### src/rtl/fft_pkg.sv
// Shared FFT datapath defaults and types, used by the input collector and the output stage.
package fft_pkg;

  localparam int FFT_DATA_WIDTH  = 32;
  localparam int FFT_NUM_SAMPLES = 16;

  typedef logic [FFT_DATA_WIDTH-1:0] fft_sample_t;

  // COLLECT: bits are accepted. FULL: no buffer space, offered bits are overruns.
  typedef enum logic {
    ST_COLLECT = 1'b0,
    ST_FULL    = 1'b1
  } stp_state_t;

endpackage : fft_pkg

### src/rtl/fft_stp_collector_if.sv
// Serial-in / parallel-frame-out bundle between the bit source, the collector and the FFT core.
interface fft_stp_collector_if
  import fft_pkg::*;
#(
  parameter int DATA_WIDTH  = FFT_DATA_WIDTH,
  parameter int NUM_SAMPLES = FFT_NUM_SAMPLES
);

  logic                              serial_in;
  logic                              shift_enable;
  logic                              frame_sync;
  logic                              frame_ack;
  logic [NUM_SAMPLES*DATA_WIDTH-1:0] samples;
  logic                              frame_valid;
  logic                              overrun;
  logic                              busy;

  modport master (
    output serial_in, shift_enable, frame_sync, frame_ack,
    input  samples, frame_valid, overrun, busy
  );

  modport slave (
    input  serial_in, shift_enable, frame_sync, frame_ack,
    output samples, frame_valid, overrun, busy
  );

endinterface : fft_stp_collector_if

### src/rtl/fft_stp_word_sr.sv
// MSB-first word assembler: shift register plus bit counter, flags the cycle a word completes.
module fft_stp_word_sr
  import fft_pkg::*;
#(
  parameter int DATA_WIDTH = FFT_DATA_WIDTH
) (
  input  logic                  clk,
  input  logic                  rst,
  input  logic                  shift,
  input  logic                  clear,
  input  logic                  serial_in,
  output logic [DATA_WIDTH-1:0] word,
  output logic                  word_done,
  output logic                  pending
);

  localparam int BCW = $clog2(DATA_WIDTH);
  localparam logic [BCW-1:0] LAST_BIT = BCW'(DATA_WIDTH - 1);

  logic [DATA_WIDTH-1:0] sr;
  logic [DATA_WIDTH-1:0] sr_eff;
  logic [BCW-1:0]        bit_cnt;
  logic [BCW-1:0]        cnt_eff;

  // A clear in the same cycle as a shift makes this bit the first of a fresh word.
  always_comb begin
    sr_eff    = clear ? '0 : sr;
    cnt_eff   = clear ? '0 : bit_cnt;
    word      = {sr_eff[DATA_WIDTH-2:0], serial_in};
    word_done = shift && (cnt_eff == LAST_BIT);
  end

  // NOTE: sequential state uses non-blocking assignments so every register samples pre-edge values.
  always_ff @(posedge clk) begin
    if (rst) begin
      sr      <= '0;
      bit_cnt <= '0;
    end else if (shift) begin
      sr      <= word;
      bit_cnt <= word_done ? '0 : cnt_eff + 1'b1;
    end else if (clear) begin
      sr      <= '0;
      bit_cnt <= '0;
    end
  end

  assign pending = (bit_cnt != '0);

endmodule : fft_stp_word_sr

### src/rtl/fft_stp_collector.sv
// Serial-to-parallel FFT frame collector with valid/ack handoff and sticky overrun flag.
// Define FFT_STP_DOUBLE_BUF_EN to keep collecting into a separate assembly buffer while a frame waits.
module fft_stp_collector
  import fft_pkg::*;
#(
  parameter int DATA_WIDTH  = FFT_DATA_WIDTH,
  parameter int NUM_SAMPLES = FFT_NUM_SAMPLES
) (
  input logic               clk,
  input logic               rst,
  fft_stp_collector_if.slave bus
);

  localparam int WCW = $clog2(NUM_SAMPLES);
  localparam logic [WCW-1:0] LAST_WORD = WCW'(NUM_SAMPLES - 1);

  logic [DATA_WIDTH-1:0] slots [NUM_SAMPLES];
  stp_state_t            state;
  logic                  frame_valid;
  logic                  overrun;
  logic [WCW-1:0]        word_cnt;
  logic [WCW-1:0]        wc_eff;
  logic                  space;
  logic                  accept;
  logic                  word_done;
  logic                  frame_done;
  logic                  bits_pending;
  logic [DATA_WIDTH-1:0] word;

  assign space      = (state == ST_COLLECT);
  assign accept     = bus.shift_enable && space;
  assign wc_eff     = bus.frame_sync ? '0 : word_cnt;
  assign frame_done = word_done && (wc_eff == LAST_WORD);

  fft_stp_word_sr #(.DATA_WIDTH(DATA_WIDTH)) u_word_sr (
    .clk       (clk),
    .rst       (rst),
    .shift     (accept),
    .clear     (bus.frame_sync),
    .serial_in (bus.serial_in),
    .word      (word),
    .word_done (word_done),
    .pending   (bits_pending)
  );

`ifdef FFT_STP_DOUBLE_BUF_EN
  logic [DATA_WIDTH-1:0] asm_buf [NUM_SAMPLES];

  // NOTE: the assembly buffer carries no reset; state and frame_valid say when its contents matter.
  always_ff @(posedge clk) begin
    if (word_done) asm_buf[wc_eff] <= word;
  end
`endif

  always_ff @(posedge clk) begin
    if (rst) begin
      state       <= ST_COLLECT;
      frame_valid <= 1'b0;
      overrun     <= 1'b0;
      word_cnt    <= '0;
      for (int k = 0; k < NUM_SAMPLES; k++) slots[k] <= '0;
    end else begin
      word_cnt <= word_done ? wc_eff + 1'b1 : wc_eff;
      if (bus.shift_enable && !space) overrun <= 1'b1;
`ifdef FFT_STP_DOUBLE_BUF_EN
      case (state)
        ST_COLLECT: begin
          if (frame_done) begin
            if (!frame_valid || bus.frame_ack) begin
              // Last word bypasses the assembly buffer so the frame lands in one edge.
              for (int k = 0; k < NUM_SAMPLES; k++)
                slots[k] <= (k == NUM_SAMPLES - 1) ? word : asm_buf[k];
              frame_valid <= 1'b1;
            end else begin
              state <= ST_FULL;
            end
          end else if (frame_valid && bus.frame_ack) begin
            frame_valid <= 1'b0;
          end
        end
        ST_FULL: begin
          if (!frame_valid || bus.frame_ack) begin
            for (int k = 0; k < NUM_SAMPLES; k++) slots[k] <= asm_buf[k];
            frame_valid <= 1'b1;
            state       <= ST_COLLECT;
          end
        end
        default: state <= ST_COLLECT;
      endcase
`else
      if (word_done) slots[wc_eff] <= word;
      if (frame_done) begin
        frame_valid <= 1'b1;
        state       <= ST_FULL;
      end else if (frame_valid && bus.frame_ack) begin
        frame_valid <= 1'b0;
        state       <= ST_COLLECT;
      end
`endif
    end
  end

  for (genvar k = 0; k < NUM_SAMPLES; k++) begin : g_flat
    assign bus.samples[k*DATA_WIDTH +: DATA_WIDTH] = slots[k];
  end

  assign bus.frame_valid = frame_valid;
  assign bus.overrun     = overrun;
  assign bus.busy        = bits_pending || (word_cnt != '0);

endmodule : fft_stp_collector
### src/flat_wrapper.sv
// flat-port wrapper written by rule: the top's interface ports become plain ports
module fft_stp_collector_flat import fft_pkg::*;
#(
  parameter int DATA_WIDTH  = FFT_DATA_WIDTH,
  parameter int NUM_SAMPLES = FFT_NUM_SAMPLES
)
  (clk, rst, bus_serial_in, bus_shift_enable, bus_frame_sync, bus_frame_ack, bus_samples, bus_frame_valid, bus_overrun, bus_busy);
  fft_stp_collector_if #(.DATA_WIDTH(DATA_WIDTH), .NUM_SAMPLES(NUM_SAMPLES)) bus_i ();
  input logic clk;
  input logic rst;
  input wire logic [$bits(bus_i.serial_in)-1:0] bus_serial_in;
  input wire logic [$bits(bus_i.shift_enable)-1:0] bus_shift_enable;
  input wire logic [$bits(bus_i.frame_sync)-1:0] bus_frame_sync;
  input wire logic [$bits(bus_i.frame_ack)-1:0] bus_frame_ack;
  output wire logic [$bits(bus_i.samples)-1:0] bus_samples;
  output wire logic [$bits(bus_i.frame_valid)-1:0] bus_frame_valid;
  output wire logic [$bits(bus_i.overrun)-1:0] bus_overrun;
  output wire logic [$bits(bus_i.busy)-1:0] bus_busy;
  assign bus_i.serial_in = bus_serial_in;
  assign bus_i.shift_enable = bus_shift_enable;
  assign bus_i.frame_sync = bus_frame_sync;
  assign bus_i.frame_ack = bus_frame_ack;
  assign bus_samples = bus_i.samples;
  assign bus_frame_valid = bus_i.frame_valid;
  assign bus_overrun = bus_i.overrun;
  assign bus_busy = bus_i.busy;
  fft_stp_collector #(.DATA_WIDTH(DATA_WIDTH), .NUM_SAMPLES(NUM_SAMPLES)) u_core (.clk(clk), .rst(rst), .bus(bus_i));
endmodule
### config.mk
export PLATFORM = sky130hd
export DESIGN_NAME = fft_stp_collector_flat
export DESIGN_NICKNAME = d
export VERILOG_FILES = /design/src/rtl/fft_pkg.sv /design/src/rtl/fft_stp_collector_if.sv /design/src/rtl/fft_stp_word_sr.sv /design/src/rtl/fft_stp_collector.sv /design/src/flat_wrapper.sv
export SDC_FILE = /design/constraint.sdc
export NUM_CORES = 1
export LEC_CHECK = 0
export ABC_AREA = 1
export BUFFER_PORTS_ARGS = -buffer_cell sky130_fd_sc_hd__buf_2
export CORE_UTILIZATION = 50
export DETAILED_ROUTE_END_ITERATION = 10
export PLACE_DENSITY_LB_ADDON = 0.3
export SYNTH_ARGS = -nofsm -noshare
export SYNTH_HDL_FRONTEND = slang
export SYNTH_SLANG_ARGS = --single-unit
export TNS_END_PERCENT = 5
### constraint.sdc
create_clock -name clk -period 4 [get_ports clk]
set_input_delay 0.8 -clock clk [delete_from_list [all_inputs] [get_ports clk]]
set_output_delay 0.8 -clock clk [all_outputs]
set_load 0.05 [all_outputs]
==> out/summary.md <==
The flow ran to the end, and the final reports show no timing, DRC or antenna violations. For this run the aggregate overflow at the end of global routing stands at 0. The main combinational cell family by area after synthesis is simple AND/OR/NAND/NOR gates. The final HPWL from detailed placement is 37000 microns. Once layout is done, the placed cells without fillers occupy 0.0246 sq mm. After Yosys synthesis, XOR and XNOR cells account for 0% of the synthesized area.

The initial utilization of the core area, before any placement, comes to 50.8%. After detailed routing, the number of remaining DRC violations is 0. Class of the tightest hold or removal check: in -> reg. The logs give 1403 for the gate count of the mapped netlist and 0 for the number of buffers inserted by hold repair at cts.

Summing the areas of all fa, ha and maj instances in the mapped netlist gives 0.381% of the synthesized area. Relative to the synthesized area, the layout overhead comes to 25.0%. For the pin with the worst max-slew slack, the measured transition is 1.25 ns.

Number of buffers created by CTS: 54. Total count of max-transition violations in the final report: 0. The nature of the critical path endpoint is a flop. The biggest area contributor in the post-synthesis netlist is edfxtp_1. TritonCTS built the clock tree.

The number of warnings printed during yosys synthesis is 0, and the post-synthesis net count is 1415. Clock-pin slew was measured on the worst setup and hold paths at 0.06 ns. The maximum number of buffers from clock root to sink was 3. The main flop type after synthesis was edfxtp_1.

The count of flip-flops with a built-in enable after synthesis works out to 512. For this run, the register share of the synthesized area comes to 82.4%. Before antenna repair, the detailed router went through 5 iterations. For this run, the share of the core covered by cells in the final layout is 63.5%.

Once placement finished, the instance area stood at 0.0229 sq mm. The most common cell in the synthesized netlist is nor2_1. The commonest cells after synthesis are nor2_1 (530), edfxtp_1 (512), nand2_1 (130).

For this design the static power due to leakage is 0.00938 uW. For the worst-skew pair, the clock arrives at the later sink with an insertion delay of 0.60 ns. The maximum level of the CTS H-tree is 2.

Of the post-synthesis cell area, the part taken by muxes is 0%. In the finished design, the share of the clock period the worst path needs comes to 69.4%. Headroom to the max-slew limit came out at 16.2%. The layout has 2913 filler cells. The tool flagged a number of max-cap violations equal to 0. In this run the biggest area consumer among cell types represents 78.1% of the synthesized area. The setup path with the least slack is of type in -> reg. CTS placed an instance of clkbuf_16 at the clock tree root.

The floorplan step set the die height to 200 microns. The highest ir drop seen on vdd was 0.414 mV; the number of input and output port buffers inserted was 520. The final route contains 13100 vias. The site row count was 72; the flip-flop and latch count after synthesis was 554.

The fraction of final layout cells sized beyond drive strength 1 is 34.1%, and the power density over cell area is 532 mW/mm^2. On the final layout, the worst clock skew is 0.00901 ns. The placeable core area came out at 0.0387 sq mm. Via count normalized by instance count: 5.26.

The die area was 0.0402 sq mm; the global-route wire length before repair was 80400 microns. 521 I/O pins were placed. The largest fanout on the critical path came out at 36.

STA puts the critical path data required time at 4.30 ns. For this run, the top clock speed supported by timing is 0.360 GHz. Setup repair after global routing left no endpoint under its margin. For the worst setup path, the data arrival time is 3.08 ns. At the end of the flow, the number of nets in the layout was 1937. The count of nets left with antenna violations once routing finished came out at 0. The count of cell types in the netlist was 22. Summed over all layers, the routed wires come to 56400 microns. The logs give 12700 for the via count of the first global-routing pass and 38 for the largest net degree at the start of global routing. In this run the mean area of a mapped cell was 14.0 sq um. From left edge to right edge, the die measures 200 microns. The average wire length per cell after detail routing came out at 22.7 microns.

The type of origin of the critical path is an input port. The logs give 1 for the initial antenna violation count and 1131 for the DRC marker count from the first detailed-route iteration. The netlist area before placement is 0.0197 sq mm, and the number of hold-slack violations in the final timing report is 0.

CTS saw 554 sinks. After synthesis, the cell types taking the most area are edfxtp_1 (78%), nor2_1 (10%), dfxtp_1 (4.3%), nand2_1 (2.5%), buf_2 (1.3%). The number of setup buffers added after CTS is 0.

The post-cts repair resize count is 0. After Yosys synthesis, and, or, nand and nor cells account for 13.6% of the synthesized area. Summed over all failing endpoints, the final setup total negative slack is 0 ns.

The final critical path time including I/O delays and setup works out to 2.77 ns. The fraction of registers with async set/reset is 0%, and the compound-gate portion of the synthesized area is 1.16%. For the placer congestion estimate, the log shows 0.822.

The total routing resource utilization after global routing is 27.5%, and the total of endpoints with negative setup slack in the final report is 0.
==> cell usage in the layout, fill, tap and decap left out, types with 2 or more instances in the layout <==
master / netlist / routed
nand3_1: 7 / 6
clkbuf_1: 45 / 5
ha_1: 6 / 6
clkinv_1: 1 / 10
clkbuf_16: 0 / 55
nor2_1: 530 / 529
nand2_2: 1 / 5
dfxtp_1: 42 / 42
buf_2: 50 / 520
clkinvlp_4: 0 / 2
nand2_1: 130 / 126
edfxtp_1: 512 / 512
inv_2: 2 / 3
inv_1: 14 / 14
nand4_1: 2 / 2
inv_6: 0 / 2
buf_12: 0 / 3
o21ai_0: 9 / 9
a21oi_1: 35 / 35
clkinv_2: 0 / 21
buf_4: 0 / 39
bufinv_16: 0 / 5
diode_2: 0 / 2
nor2_4: 3 / 3
nand3_2: 9 / 10
==> metal layers <==
| layer | global-route usage, % | up-vias | routed length, microns |
|---|---|---|---|
| met3 | 7.34 | 120 | 5710 |
| met5 | 0 | - | 0 |
| li1 | - | 5818 | - |
| met4 | 12.8 | 0 | 2200 |
| met2 | 44.0 | 768 | 26700 |
| met1 | 35.3 | 6396 | 21800 |
==> stage by stage <==
step | hold slack [ns] | power, uW | cells | setup slack (ns)
3_3_place_gp | 0.456 | 8240 | 2387 | 0.707
5_1_grt | 0.430 | 13400 | 2489 | 0.961
6_report | 0.421 | 13100 | 2490 | 1.23
2_1_floorplan | 0.546 | 7850 | 1403 | 0.296
3_5_place_dp | 0.450 | 8250 | 2387 | 0.655
4_1_cts | 0.390 | 13200 | 2488 | 1.28
==> cell type report <==
class	instances	area, sq um	share of cell area [%]
Sequential cell	554	16200	65.9
Multi-Input combinational cell	736	3000	12.2
Timing Repair Buffer	562	2960	12.0
Clock buffer	60	1400	5.67
Tap cell	518	648	2.63
Clock inverter	41	334	1.36
Inverter	17	63.8	0.259
Antenna cell	2	5.00	0.0203
==> where the power goes <==
part / total (uW) / internal (uW) / switching (uW)
registers: 6650 / 6570 / 78.9
logic: 1480 / 207 / 1280
clock network: 4970 / 2830 / 2140
total: 13100 / 9610 / 3490
==> worst max-delay path: stages <==
cell and delay (ns):
buf_2 0.16, inv_2 0.07, buf_4 0.35, nand2_1 0.20, inv_1 0.12, ha_1 0.16, nand4_1 0.14, nor2_1 0.30
nand2_1 0.14, nand2_2 0.40, buf_12 0.22
==> flip-flops by register name, indices dropped and copies added (netlist names) <==
name / cells
u_core.u_word_sr.sr: 31
u_core.u_word_sr.bit_cnt: 5
u_core.word_cnt: 4
u_core.bus.overrun: 1
u_core.slots: 512
u_core.bus.frame_valid: 1
==> cells by family (layout without fill, tap and decap cells) <==
kind of cell	after synthesis	after routing
AOI/OAI and AO/OA	45	45
adders and majority gates	6	6
buffers and inverters	113	680
DFF	554	554
other	0	2
and+or+nand+nor	685	685
==> worst paths after layout <==
path	start	endpoint	slack, ns	depth (start not counted)
setup reg to reg	u_core.u_word_sr.bit_cnt[0]	u_core.slots[14][23]	1.27	10
hold / removal	bus_frame_ack	u_core.bus.frame_valid	0.42	2
hold reg to reg	u_core.bus.overrun	u_core.bus.overrun	0.46	2
setup / recovery	bus_frame_sync	u_core.slots[11][23]	1.23	11
(Power assumes the default switching activity.)
